## src/rtl/matvec_sequencer.sv

```systemverilog
// Sequences y = W*x over combinational-read tensor storage: row-major MAC in signed Q8.8,
// one saturated write per row, then a single-cycle done pulse.
module matvec_sequencer #(
  parameter int ROWS = 4,
  parameter int COLS = 4,
  parameter int R_W  = (ROWS > 1) ? $clog2(ROWS) : 1,
  parameter int C_W  = (COLS > 1) ? $clog2(COLS) : 1
) (
  input  logic              clk,
  input  logic              rst,
  input  logic              start,
  output logic              busy,
  output logic              done,
  output logic              sat,
  output logic [R_W-1:0]    w_sel_r,
  output logic [C_W-1:0]    w_sel_c,
  input  logic [15:0]       w_data,
  output logic [C_W-1:0]    x_sel,
  input  logic [15:0]       x_data,
  output logic              y_write,
  output logic [R_W-1:0]    y_sel,
  output logic [15:0]       y_data
);
  localparam int ACC_W = 32 + C_W + 1;
  localparam logic [R_W-1:0] LAST_R = R_W'(ROWS - 1);
  localparam logic [C_W-1:0] LAST_C = C_W'(COLS - 1);

  typedef enum logic [1:0] {S_IDLE, S_MAC, S_WRITE, S_DONE} state_t;

  state_t                   r_state, w_next;
  logic [R_W-1:0]           r_row;
  logic [C_W-1:0]           r_col;
  logic signed [ACC_W-1:0]  r_acc;
  logic                     r_sat;

  logic signed [31:0]       w_prod;
  logic signed [ACC_W-1:0]  w_shift;
  logic                     w_fits;
  logic [15:0]              w_clamp;

  assign w_prod  = $signed(w_data) * $signed(x_data);
  assign w_shift = r_acc >>> 8;
  // Result fits in 16 bits only when every bit above bit 15 matches the sign.
  assign w_fits  = (&w_shift[ACC_W-1:15]) | ~(|w_shift[ACC_W-1:15]);
  assign w_clamp = w_fits ? w_shift[15:0] : (w_shift[ACC_W-1] ? 16'h8000 : 16'h7FFF);

  always_comb begin
    w_next = r_state;
    unique case (r_state)
      S_IDLE:  if (start) w_next = S_MAC;
      S_MAC:   if (r_col == LAST_C) w_next = S_WRITE;
      S_WRITE: w_next = (r_row == LAST_R) ? S_DONE : S_MAC;
      S_DONE:  w_next = S_IDLE;
      default: w_next = S_IDLE;
    endcase
  end

  always_ff @(posedge clk) begin
    if (rst) begin
      r_state <= S_IDLE;
      r_row   <= '0;
      r_col   <= '0;
      r_acc   <= '0;
      r_sat   <= 1'b0;
    end else begin
      r_state <= w_next;
      unique case (r_state)
        S_IDLE: if (start) begin
          r_row <= '0;
          r_col <= '0;
          r_acc <= '0;
          r_sat <= 1'b0;
        end
        S_MAC: begin
          r_acc <= r_acc + {{(ACC_W-32){w_prod[31]}}, w_prod};
          if (r_col != LAST_C) r_col <= r_col + C_W'(1);
        end
        S_WRITE: begin
          if (!w_fits) r_sat <= 1'b1;
          r_acc <= '0;
          r_col <= '0;
          if (r_row != LAST_R) r_row <= r_row + R_W'(1);
        end
        default: ;
      endcase
    end
  end

  // Outputs decode registered state/counters only; inputs never reach them combinationally.
  always_comb begin
    busy    = (r_state != S_IDLE);
    done    = (r_state == S_DONE);
    sat     = r_sat;
    w_sel_r = '0;
    w_sel_c = '0;
    x_sel   = '0;
    y_write = 1'b0;
    y_sel   = '0;
    y_data  = '0;
    if (r_state == S_MAC) begin
      w_sel_r = r_row;
      w_sel_c = r_col;
      x_sel   = r_col;
    end
    if (r_state == S_WRITE) begin
      y_write = 1'b1;
      y_sel   = r_row;
      y_data  = w_clamp;
    end
  end
endmodule

```

## config.mk

```make
export PLATFORM = sky130hd
export DESIGN_NAME = matvec_sequencer
export DESIGN_NICKNAME = d
export VERILOG_FILES = /design/src/rtl/matvec_sequencer.sv
export SDC_FILE = /design/constraint.sdc
export NUM_CORES = 1
export LEC_CHECK = 0
export ABC_CLOCK_PERIOD_IN_PS = 12100
export CORE_UTILIZATION = 58
export CTS_CLUSTER_DIAMETER = 150
export CTS_CLUSTER_SIZE = 24
export DETAILED_ROUTE_END_ITERATION = 12
export MAX_ROUTING_LAYER = met4
export PLACE_DENSITY = 0.77
export SYNTH_ARGS = -nofsm -noshare
export SYNTH_HDL_FRONTEND = slang
export SYNTH_SLANG_ARGS = --single-unit
export TNS_END_PERCENT = 50
```

## constraint.sdc

```tcl
create_clock -name clk -period 12.1 [get_ports clk]
set_input_delay 1.815 -clock clk [delete_from_list [all_inputs] [get_ports clk]]
set_output_delay 1.815 -clock clk [all_outputs]
set_load 0.02 [all_outputs]
```

# [Word level (Yosys, flattened, before mapping)]
# Cells that the tools add are included.
[op_classes] n_eq_ne=12 multipliers=1 muxes=21 n_addsub=3 n_bitwise=2 reduce_logical=11
[ops] cell="35-bit case mux with 3 select lines" n=1
[ops] cell="16-bit 2-to-1 mux" n=3
[ops] cell="35-bit adder" n=1
[ops] cell="35-bit 2-to-1 mux" n=1
[ops] cell="16-bit by 16-bit multiplier with 32-bit output" n=1
[ops] cell="2-bit 2-to-1 mux" n=9
[ops] cell="2-bit != test, second input constant" n=7
[ops] cell="12-bit AND reduction" n=1
[ops] cell="12-bit OR reduction" n=1
[ops] cell="3-bit AND reduction" n=3
[ops] cell="2-bit equality test, second input constant" n=4
[ops] cell="2-bit case mux with 4 select lines" n=1
[ops] cell="2-bit case mux with 3 select lines" n=1
[ops] cell="2-bit by 1-bit adder with 2-bit output, second input constant" n=2
[ops] cell="2-bit case mux with 2 select lines" n=1
[ops] cell="2-bit AND reduction" n=2
[ops] cell="2-bit nonzero test" n=2
[ops] cell="1-bit 2-to-1 mux" n=3
[ops] cell="3-bit nonzero test" n=1
[ops] cell="2-bit by 1-bit equality test with 1-bit output, second input constant" n=1
[ops] cell="2-bit logical NOT" n=1
[ops] cell="1-bit case mux with 2 select lines" n=1
[ops] cell="1-bit inverter" n=1
[ops] cell="1-bit bitwise OR" n=1
[totals] reg_bits=42

# [Depth between registers and ports, before layout]
# Gate-level depths: netlist of the first run.
[depth] depth_word=5 depth_mapped=35 depth_no_buf=34

# [Least setup slack after synthesis of the first run]
# No wires, ideal clock.
[synth_timing] kind="input to register" from="input x_data[1]" to="register r_acc[34]" t_arrival_ns=9.095 slack_ns=2.943 path_stages=32 path_buffers=1 required_ns=12.038 path_cell_list="clkbuf_1 > nand2_1 > fa_1 > fa_1 > fa_1 > fa_1 > inv_1 > fa_1 > inv_1 > fa_1 > inv_1 > ha_1 > a21o_1 > a21oi_1 > o21ai_0 > o21ai_0 > o21ai_0 > a21o_1 > nand2_1 > nor2b_1 > xnor2_1 > ha_1 > and4_1 > and4_1 > a211oi_1 > o21ai_0 > o2111ai_1 > a21oi_1 > o211ai_1 > a21oi_1 > or4b_1 > nand3_1"
[synth_between] elab_chain_len=3
[synth_lines] element="start, declared" line_no="19" rtl="input logic [15:0] x_data,"
[synth_lines] element="16-bit by 16-bit multiplier with 32-bit output" line_no="41" rtl="assign w_prod = $signed(w_data) * $signed(x_data);"
[synth_lines] element="35-bit adder" line_no="75" rtl="r_acc <= r_acc + {{(ACC_W-32){w_prod[31]}}, w_prod};"
[synth_lines] element="35-bit case mux with 3 select lines" line_no="67" rtl="unique case (r_state)"
[synth_lines] element="end signal, assigned" line_no="75"
[synth_lines] element="end, declared" line_no="33" rtl="logic signed [ACC_W-1:0] r_acc;"
# No other way between the ends.
# A chain may end at the register's enable or synchronous reset.

# [Final worst setup path of the first run]
[layout_timing] from="input x_data[2]" to="register r_acc[34]"
# The elaborated chain is that of the path after synthesis.

==> results of run 1 <==
==> area by class of cell <==
cell class              instances  share of cell area (%)
multi-input cells            1098                   77.71
inverters                     309                   8.250
flip-flops and latches         42                   5.981
repair buffers                 66                   4.628
well taps                     280                   2.492
clock buffers                   7                  0.9434
==> kinds of logic (layout without fill, tap and decap cells) <==
kind of cell	Yosys count	after routing	share of synthesized area [%]
AO/OA/AOI/OAI	224	224	11.31
XOR/XNOR	63	63	4.210
adder cells (fa/ha/maj)	382	382	51.53
buffers and inverters	356	382	10.28
flip-flops	42	42	6.415
multiplexers	2	2	0.1623
AND/OR/NAND/NOR	427	427	16.09
==> worst max-delay path: cells and delay by family <==
family	cells	cell delay [ns]
buffers and inverters	4	1.12
adders and majority gates	8	3.47
xor gates and xnor gates	1	0.12
AOI/OAI and AO/OA	13	2.54
and+or+nand+nor	7	1.40
==> sequential cells by signal, summed over array words and instances (netlist names) <==
name and count:
r_row 2, r_state 2, sat 1, r_col 2, r_acc 35
==> metal layers <==
layer	track usage, %	vias to the layer above	wire (µm)
li1	-	4710	-
met1	34.55	5132	12040
met2	48.78	236	15490
met3	2.673	60	1186
met4	7.337	0	770
met5	-	-	0
==> worst paths after layout <==
check / to / slack [ns] / cells past startpoint
setup / recovery: r_acc[34]$_SDFFE_PP0P_ / 1.85 / 33
hold / removal: sat$_SDFFE_PP0P_ / 0.50 / 2
setup reg to reg: r_acc[24]$_SDFFE_PP0P_ / 8.85 / 13
hold reg to reg: sat$_SDFFE_PP0P_ / 0.50 / 2
==> metrics by stage <==
| step | util, % | hold WS [ns] | area, µm² |
|---|---|---|---|
| floorplan | - | 0.4603 | 13110 |
| global placement | 63.42 | 0.4835 | 13930 |
| detailed placement | 63.42 | 0.4909 | 13930 |
| CTS | 64.02 | 0.5063 | 14060 |
| global route | 64.02 | 0.5332 | 14060 |
| finish | 64.02 | 0.4982 | 14060 |
==> placed cells by master, fill, tap and decap left out, types with 3 or more instances in the layout <==
master             n
dfxtp_1           42
nor4_1             5
nand2_1          154
a32oi_1            3
o21ai_0           28
xnor2_1           43
and3_1             5
a21oi_1           64
o211ai_1           7
ha_1             119
a21o_1            25
nor3_1            12
o21a_1            22
o21bai_1           9
a31oi_1            4
nor2_1            70
a22oi_1           29
nand2b_1          14
nand3_1            8
buf_4              4
nand4_1            6
xor2_1            20
inv_1            309
a22o_1             3
and2_1           128
or3_1              4
and4_1             3
nor2b_1            9
clkdlybuf4s50_1   62
clkbuf_16          5
a211oi_1           5
o2111ai_1          3
fa_1             263
o31ai_1            3
==> impl_results.md, run 1 <==
* Initial core utilization at 59.69%
* Initial antenna violation count at 0
* Drt first-iter violations at 622
* Vias at 10140
* HPWL after DPL at between 20000 and 25000 µm
* Startpoint Class: primary input
* Final TNS setup at 0 ns
* Clk_lat worst skew at 0.29 ns
* Pre-CTS WS at 1.641 ns
* Router iterations before antenna repair at 9
* Register area at 840.8 µm²
* Gpl congestion at approximately 0.91
* MaxCap Viol Count at 0
* Asr flop ratio synth at 0%
* Final Hold Fails at 0
* Final WS setup at ~1.8 ns
* EDFF count, synth at 0
* Layout Nets at 1939
* Die X at 152.3 µm
* Clk sinks at 42
* Type of element capturing the critical path: flop
* WP data required at 12.33 ns
* Final Instance Count excl. Fillers at 1802
* H-tree depth at 2
* Vias in the first global route at 10710
* RSZ-0062 raised after global routing: no
* Min-delay src: sat$_SDFFE_PP0P_
* Sequential share of the synthesized area at under 10%
* First-pass GRT wire length at around 51000 µm
* Post-CTS Setup Inserts at 0
* Multi-input gate area at 10920 µm²
* Slew @ Worst Pin at 1.058 ns
* DRC at 1
* Placed Cells at 1795
* N_diodes at 0
* Cts hold-fix bufs at 0
* Avg WL per Cell at 16.37 µm
* Most common cell in the netlist: inv_1
* Yosys top cell area share at 40.17%
* Total Routing Usage GR at 27.86%
* Clock root buffer: clkbuf_16
* Fin crit share at 84.72%
* # resized after CTS at 0
* Post-synth top area cell: fa_1
* Maximum clock rate at 97.55 MHz
* Layout fillers at 1837
* Post-Syn Area per Cell at 8.761 µm²
* Clock-pin slew on the worst setup and hold paths at 0.06 ns
* Gr ovfl total at 0
* Die Ht at 152.3 µm
* Violated checks: DRC
* Type of the worst min-delay path: flop to flop
* Synth Cell Area at 13110 µm²
* Via density at approximately 5.6
* CP arrival at approximately 10 ns
* Syn Inst Count at 1496
* Deepest clock path buffer count at 2
* Worst path slowest cell: clkdlybuf4s50_1
* Crit path kind: primary input to flop
* Synth Register Bits at 42
* Slew Viols, Final at 0
* YS warnings at 0
* Pin count of the biggest net entering global routing at 43
* Max_slew headroom at 29.33%
* Net Count, Synth at 1913
* # rows at 54
* Number of I/O port buffers at slightly above 60
* Final setup viols at 0
* I/O pin count at 63
* Num CTS Buffers at 5
* CP Launch Point: x_data[2]
* Status: finished, violations left
* Area growth syn-to-layout at 7.265%
* Post-route minimum period at between 10 and 15 ns
* Top post-synthesis cells by count: 309 x inv_1, 263 x fa_1, 154 x nand2_1, 128 x and2_1, 119 x ha_1
* Floorplan core area at 21960 µm²
* Synth top area cells: fa_1 40%, ha_1 11%, inv_1 8.8%
* Ys flop type: dfxtp_1
* Die ar. at 23200 µm²
* Largest stage delay, worst path at ~0.94 ns
* Final wirelength at 29490 µm
* Antenna Violating Nets Remaining at 0
* Share of cells above drive strength 1 at 1.445%
* Setup Skew at just over 0.005 ns
* CTS tree: built
* R2R Path Start: r_acc[0]$_SDFFE_PP0P_
* Yosys cell types at 54
* Crit path max fanout at 16
Power of run 1 is not shown: default switching activity piles up to over one toggle a cycle in this logic, so the estimate is an artifact.
==> run 2: changes to the inputs <==
Settings changed: ABC_CLOCK_PERIOD_IN_PS 12100 to 9000, PLACE_DENSITY 0.77 to 0.8.
Clock period 12.1 ns to 9 ns, I/O delays scaled along.
==> run 2 against run 1 <==
  * The flow still finishes with violations (DRC)
  * Hold slack better by 0.0045 ns
  * Die area unchanged
  * Worst setup slack worse by 1.5 ns
  * Via count up 5.8%
  * Cell count up 8.2%
  * Sequential share of layout area down 0.55 points
  * Critical path type unchanged
  * Global-route usage up 0.52 points
  * Final area up 10%
==> impl_results.md, run 2 (synthesis gave the netlist of run 1 again) <==
* Num CTS Buffers at 5
* Most frequent cells in the layout: 309 x inv_1, 261 x fa_1, 153 x nand2_1
* H-tree depth at 2
* CP most frequent cell: fa_1
* HPWL after DPL at roughly 26000 µm
* Total Routing Usage GR at 28.39%
* Die X at 152.3 µm
* Clock root buffer: clkbuf_16
* CTS tree: built
* Final Hold Fails at 0
* Crit-path leading delay family: adder cells
* I/O pin count at 63
* Final wirelength at roughly 30000 µm
* Avg WL per Cell at about 16 µm
* Pin count of the biggest net entering global routing at 43
* Worst path slowest cell: fa_1
* Metal2 WL at 16380 µm
* Via density at roughly 5.5
* Vias in the first global route at 11620
* Final setup viols at 0
* Worst path buffer plus inverter count at 7
* Clk sinks at between 40 and 50
* Slew Viols, Final at 0
* Drt first-iter violations at 543
* Setup Skew at 0.008249 ns
* Fin crit share at a little over nine tenths
* Biggest register: r_acc
* Commonest non-fill, non-tap cell in the layout: inv_1
* Maximum clock rate at 115.2 MHz
* Final core occ at 70.49%
* Uppermost layer routed: met4
* Slew @ Worst Pin at slightly above 1 ns
* DRC at 2
* Final WS setup at approximately 0.32 ns
* Number of I/O port buffers at 62
* N_diodes at 0
* # rows at 54
* Gpl congestion at 0.9417
* Initial antenna violation count at 0
* WP data required at ~9 ns
* Area growth syn-to-layout at 18.10%
* Number of flip-flops in the largest register at 35
* Share of cells above drive strength 1 at roughly an eighth
* Deepest clock path buffer count at 2
* CP arrival at between 8 and 9 ns
* Wl on met1 at 11770 µm
* Max_slew headroom at 31.79%
* Post-route minimum period at 8.679 ns
* MaxCap Viol Count at 0
* Status: finished, violations left
* Type of the worst min-delay path: flop to flop
* Type of element capturing the critical path: flop
* First-pass GRT wire length at around 52000 µm
* Clock-pin slew on the worst setup and hold paths at 0.07 ns
* Met3 routed wirelength at 1237 µm
* Crit path max fanout at 16
* Violated checks: DRC
* Pre-CTS WS at -0.4439 ns
* Clk_lat worst skew at 0.29 ns
* Die Ht at 152.3 µm
* Die ar. at 23200 µm²
* Largest stage delay, worst path at 0.57 ns
* Startpoint Class: primary input
* Floorplan core area at 21960 µm²
* Gr ovfl total at 0
* Router iterations before antenna repair at 9
* Cts hold-fix bufs at 0
* Crit path kind: primary input to flop
* Layout fillers at 1662
* Antenna Violating Nets Remaining at 0
* Initial core utilization at around three fifths
* Vias at 10730
* Layout Nets at 2085
## run 2: per-layer routing
metal	vias to the layer above	GRT usage, %
met2	265	51.09
li1	4989	-
met3	75	2.275
met1	5397	33.82
met4	0	8.746
met5	-	-
## run 2: path summary, 6_finish.rpt
check	slack [ns]	start	depth (start not counted)	to
max	0.32	w_data[2]	36	r_acc[28]$_SDFFE_PP0P_
min	0.50	r_acc[2]$_SDFFE_PP0P_	2	r_acc[2]$_SDFFE_PP0P_
max reg2reg	5.77	r_acc[0]$_SDFFE_PP0P_	13	r_acc[34]$_SDFFE_PP0P_
min reg2reg	0.50	r_acc[2]$_SDFFE_PP0P_	2	r_acc[2]$_SDFFE_PP0P_
## run 2: cell type report
cell class                      instances  area (µm²)  share of cell area, %
Multi-Input combinational cell       1098       11180                  72.25
Timing Repair Buffer                  212        1793                  11.58
Inverter                              309        1160                  7.493
Sequential cell                        42       840.8                  5.432
Tap cell                              280       350.3                  2.263
Clock buffer                            6       138.9                 0.8973
Clock inverter                          2       12.51                0.08083
## run 2: timing repair
action	4_1_cts	5_1_grt
buffers inserted	0	4
pin swaps	1	33
cloned	0	0
resized for setup	11	71
endpoints found under the setup margin	4	10
## run 2: metrics by stage
step                hold WS, ns  instance area [µm²]  setup TNS, ns  instances
global placement         0.4798                15000        -0.7173       1937
floorplan                0.4603                13110              0       1496
finish                   0.5027                15480              0       1949
detailed placement       0.4899                15000         -2.213       1937
CTS                      0.5075                15170              0       1945
global route             0.5409                15480        -0.1494       1949
## run 2: worst register-to-register path: stages (launching register included)
cell	delay (ns)
dfxtp_1	0.34
ha_1	0.17
inv_1	0.06
fa_1	0.38
nand2b_1	0.19
a21oi_1	0.27
o21ai_0	0.31
a21oi_2	0.28
o2111ai_2	0.17
a21oi_2	0.17
o211ai_1	0.11
and3_1	0.17
or4b_1	0.49
nand3_1	0.07
Power of run 2 is left out for the same reason.
==> run 3: changes to the inputs <==
Settings changed: CELL_PAD_IN_SITES_DETAIL_PLACEMENT set to 0, CELL_PAD_IN_SITES_GLOBAL_PLACEMENT set to 2, CORE_UTILIZATION 58 to 36, PLACE_DENSITY 0.8 to unset, PLACE_DENSITY_LB_ADDON set to 0.1.
==> run 3 against run 2 <==
  * The flow still finishes with violations (DRC)
  * Clock-buffer cell count unchanged
  * Non-clock buffer count increased by 54
  * Final area increased by 4.1%
  * Fmax about the same
  * Clock skew decreased by 0.0043 ns
  * Routed wire length increased by 9.1%
  * Sequential share of layout area decreased by 0.22 points
  * Critical path depth decreased by 2
  * Die area increased by 60%
  * Global-route usage decreased by 9.3 points
  * Critical endpoint is now r_acc[34]$_SDFFE_PP0P_
  * Highest routed layer unchanged
==> impl_results.md, run 3 (synthesis gave the netlist of run 1 again) <==
* N_diodes at 0
* Die Ht at approximately 190 µm
* Layout fillers at between 3000 and 4000
* HPWL after DPL at 29440 µm
* Startpoint Class: primary input
* Clock root buffer: clkbuf_16
* Post-route minimum period at 8.675 ns
* Area growth syn-to-layout at 23.00%
* # rows at 69
* Vias at 10490
* Antenna Violating Nets Remaining at 0
* Num CTS Buffers at 5
* Deepest clock path buffer count at 2
* Multi-input gate area at 11190 µm²
* Largest stage delay, worst path at 0.55 ns
* WP data required at between 9 and 10 ns
* Final Hold Fails at 0
* Share of cells above drive strength 1 at 16.31%
* Number of I/O port buffers at a little over 60
* Via density at 4.805
* Initial core utilization at 36.76%
* Type of the worst min-delay path: flop to flop
* Initial antenna violation count at 0
* Setup slack, reg-to-reg at roughly 5.8 ns
* Maximum clock rate at between 100 and 150 MHz
* Floorplan core area at between 30000 and 40000 µm²
* Crit-path leading delay family: adder cells
* Clock-pin slew on the worst setup and hold paths at 0.06 ns
* Met3 routed wirelength at 471 µm
* Gr ovfl total at 0
* Clk sinks at 42
* Gpl congestion at roughly 0.84
* DRC at 3
* Router iterations before antenna repair at 10
* Pin count of the biggest net entering global routing at 43
* Total Routing Usage GR at between 10% and 20%
* Avg WL per Cell at 15.15 µm
* MaxCap Viol Count at 0
* Crit path kind: primary input to flop
* Vias in the first global route at 10870
* Status: finished, violations left
* CP arrival at between 8 and 9 ns
* Slew Viols, Final at 0
* Cts hold-fix bufs at 0
* Setup Skew at 0.003973 ns
* H-tree depth at 2
* CP most frequent cell: fa_1
* Slew @ Worst Pin at 0.9987 ns
* Worst path buffer plus inverter count at 5
* Most frequent cells in the layout: 305 x inv_1, 260 x fa_1, 192 x buf_4
* Drt first-iter violations at ~330
* Final setup viols at 0
* Fin crit share at 96.39%
* Crit path max fanout at 16
* CTS tree: built
* Final wirelength at 33080 µm
* Register area at 840.8 µm²
* Final TNS setup at 0 ns
* Commonest non-fill, non-tap cell in the layout: inv_1
* Worst path slowest cell: fa_1
* Layout Nets at 2139
* Metal2 WL at 17370 µm
* Die ar. at 37170 µm²
* Type of element capturing the critical path: flop
* Uppermost layer routed: met4
* Max_slew headroom at between 30% and 40%
* Number of flip-flops in the largest register at 35
* Wl on met1 at 15030 µm
* I/O pin count at 63
* First-pass GRT wire length at between 50000 and 60000 µm
* Violated checks: DRC
* Clk_lat worst skew at 0.29 ns
* Die X at between 150 and 200 µm
* Biggest register: r_acc
==> run 3: cell count changes in the layout (fill, tap and decap cells not counted), sizes merged <==
cell,delta
buf,+54
bufinv,+1
clkbuf,+8
clkdlybuf4s50,-6
clkinv,-1
dlygate4sd2,-3
dlymetal6s2s,+1
==> run 3: tightest hold or removal path, stage by stage, from the launching register on <==
cell and delay, ns:
dfxtp_1 0.33, a22oi_1 0.06, nor2_1 0.08
==> run 3: final timing paths <==
path                         start                      to  cells past startpoint
min reg2reg       sat$_SDFFE_PP0P_        sat$_SDFFE_PP0P_                      2
max reg2reg  r_acc[0]$_SDFFE_PP0P_  r_acc[24]$_SDFFE_PP0P_                     13
min               sat$_SDFFE_PP0P_        sat$_SDFFE_PP0P_                      2
max                      w_data[2]  r_acc[34]$_SDFFE_PP0P_                     34
==> run 3: per-layer routing <==
layer / up-vias / track usage (%)
li1: 5109 / -
met1: 5295 / 24.10
met3: 14 / 1.528
met4: 0 / 1.545
met2: 76 / 34.53
met5: - / -
==> run 3: stage by stage <==
stage / instances / setup WS, ns / util [%] / hold slack (ns) / cell area (µm²)
2_1_floorplan: 1496 / 0.3084 / - / 0.4603 / 13110
5_1_grt: 2184 / -0.04405 / 45.21 / 0.5327 / 16120
6_report: 2184 / 0.3249 / 45.21 / 0.5056 / 16120
4_1_cts: 2175 / 0.01315 / 44.30 / 0.5112 / 15790
3_3_place_gp: 2163 / -0.5427 / 43.68 / 0.4794 / 15570
3_5_place_dp: 2163 / -0.5526 / 43.68 / 0.4959 / 15570
==> run 3: repair_timing <==
| item | in CTS | in global routing |
|---|---|---|
| endpoints found under the setup margin | 5 | 10 |
| cloned | 0 | 1 |
| gates resized for setup | 21 | 90 |
| setup buffers | 4 | 8 |
| pin swaps | 5 | 54 |
==> run 3: cell type report <==
cell class	count	area share (%)
Clock inverter	2	0.2328
Timing Repair Buffer	266	13.55
Multi-Input combinational cell	1098	69.43
Clock buffer	6	0.7994
Tap cell	461	3.578
Inverter	309	7.195
Sequential cell	42	5.216
Power of run 3 is left out for the same reason.
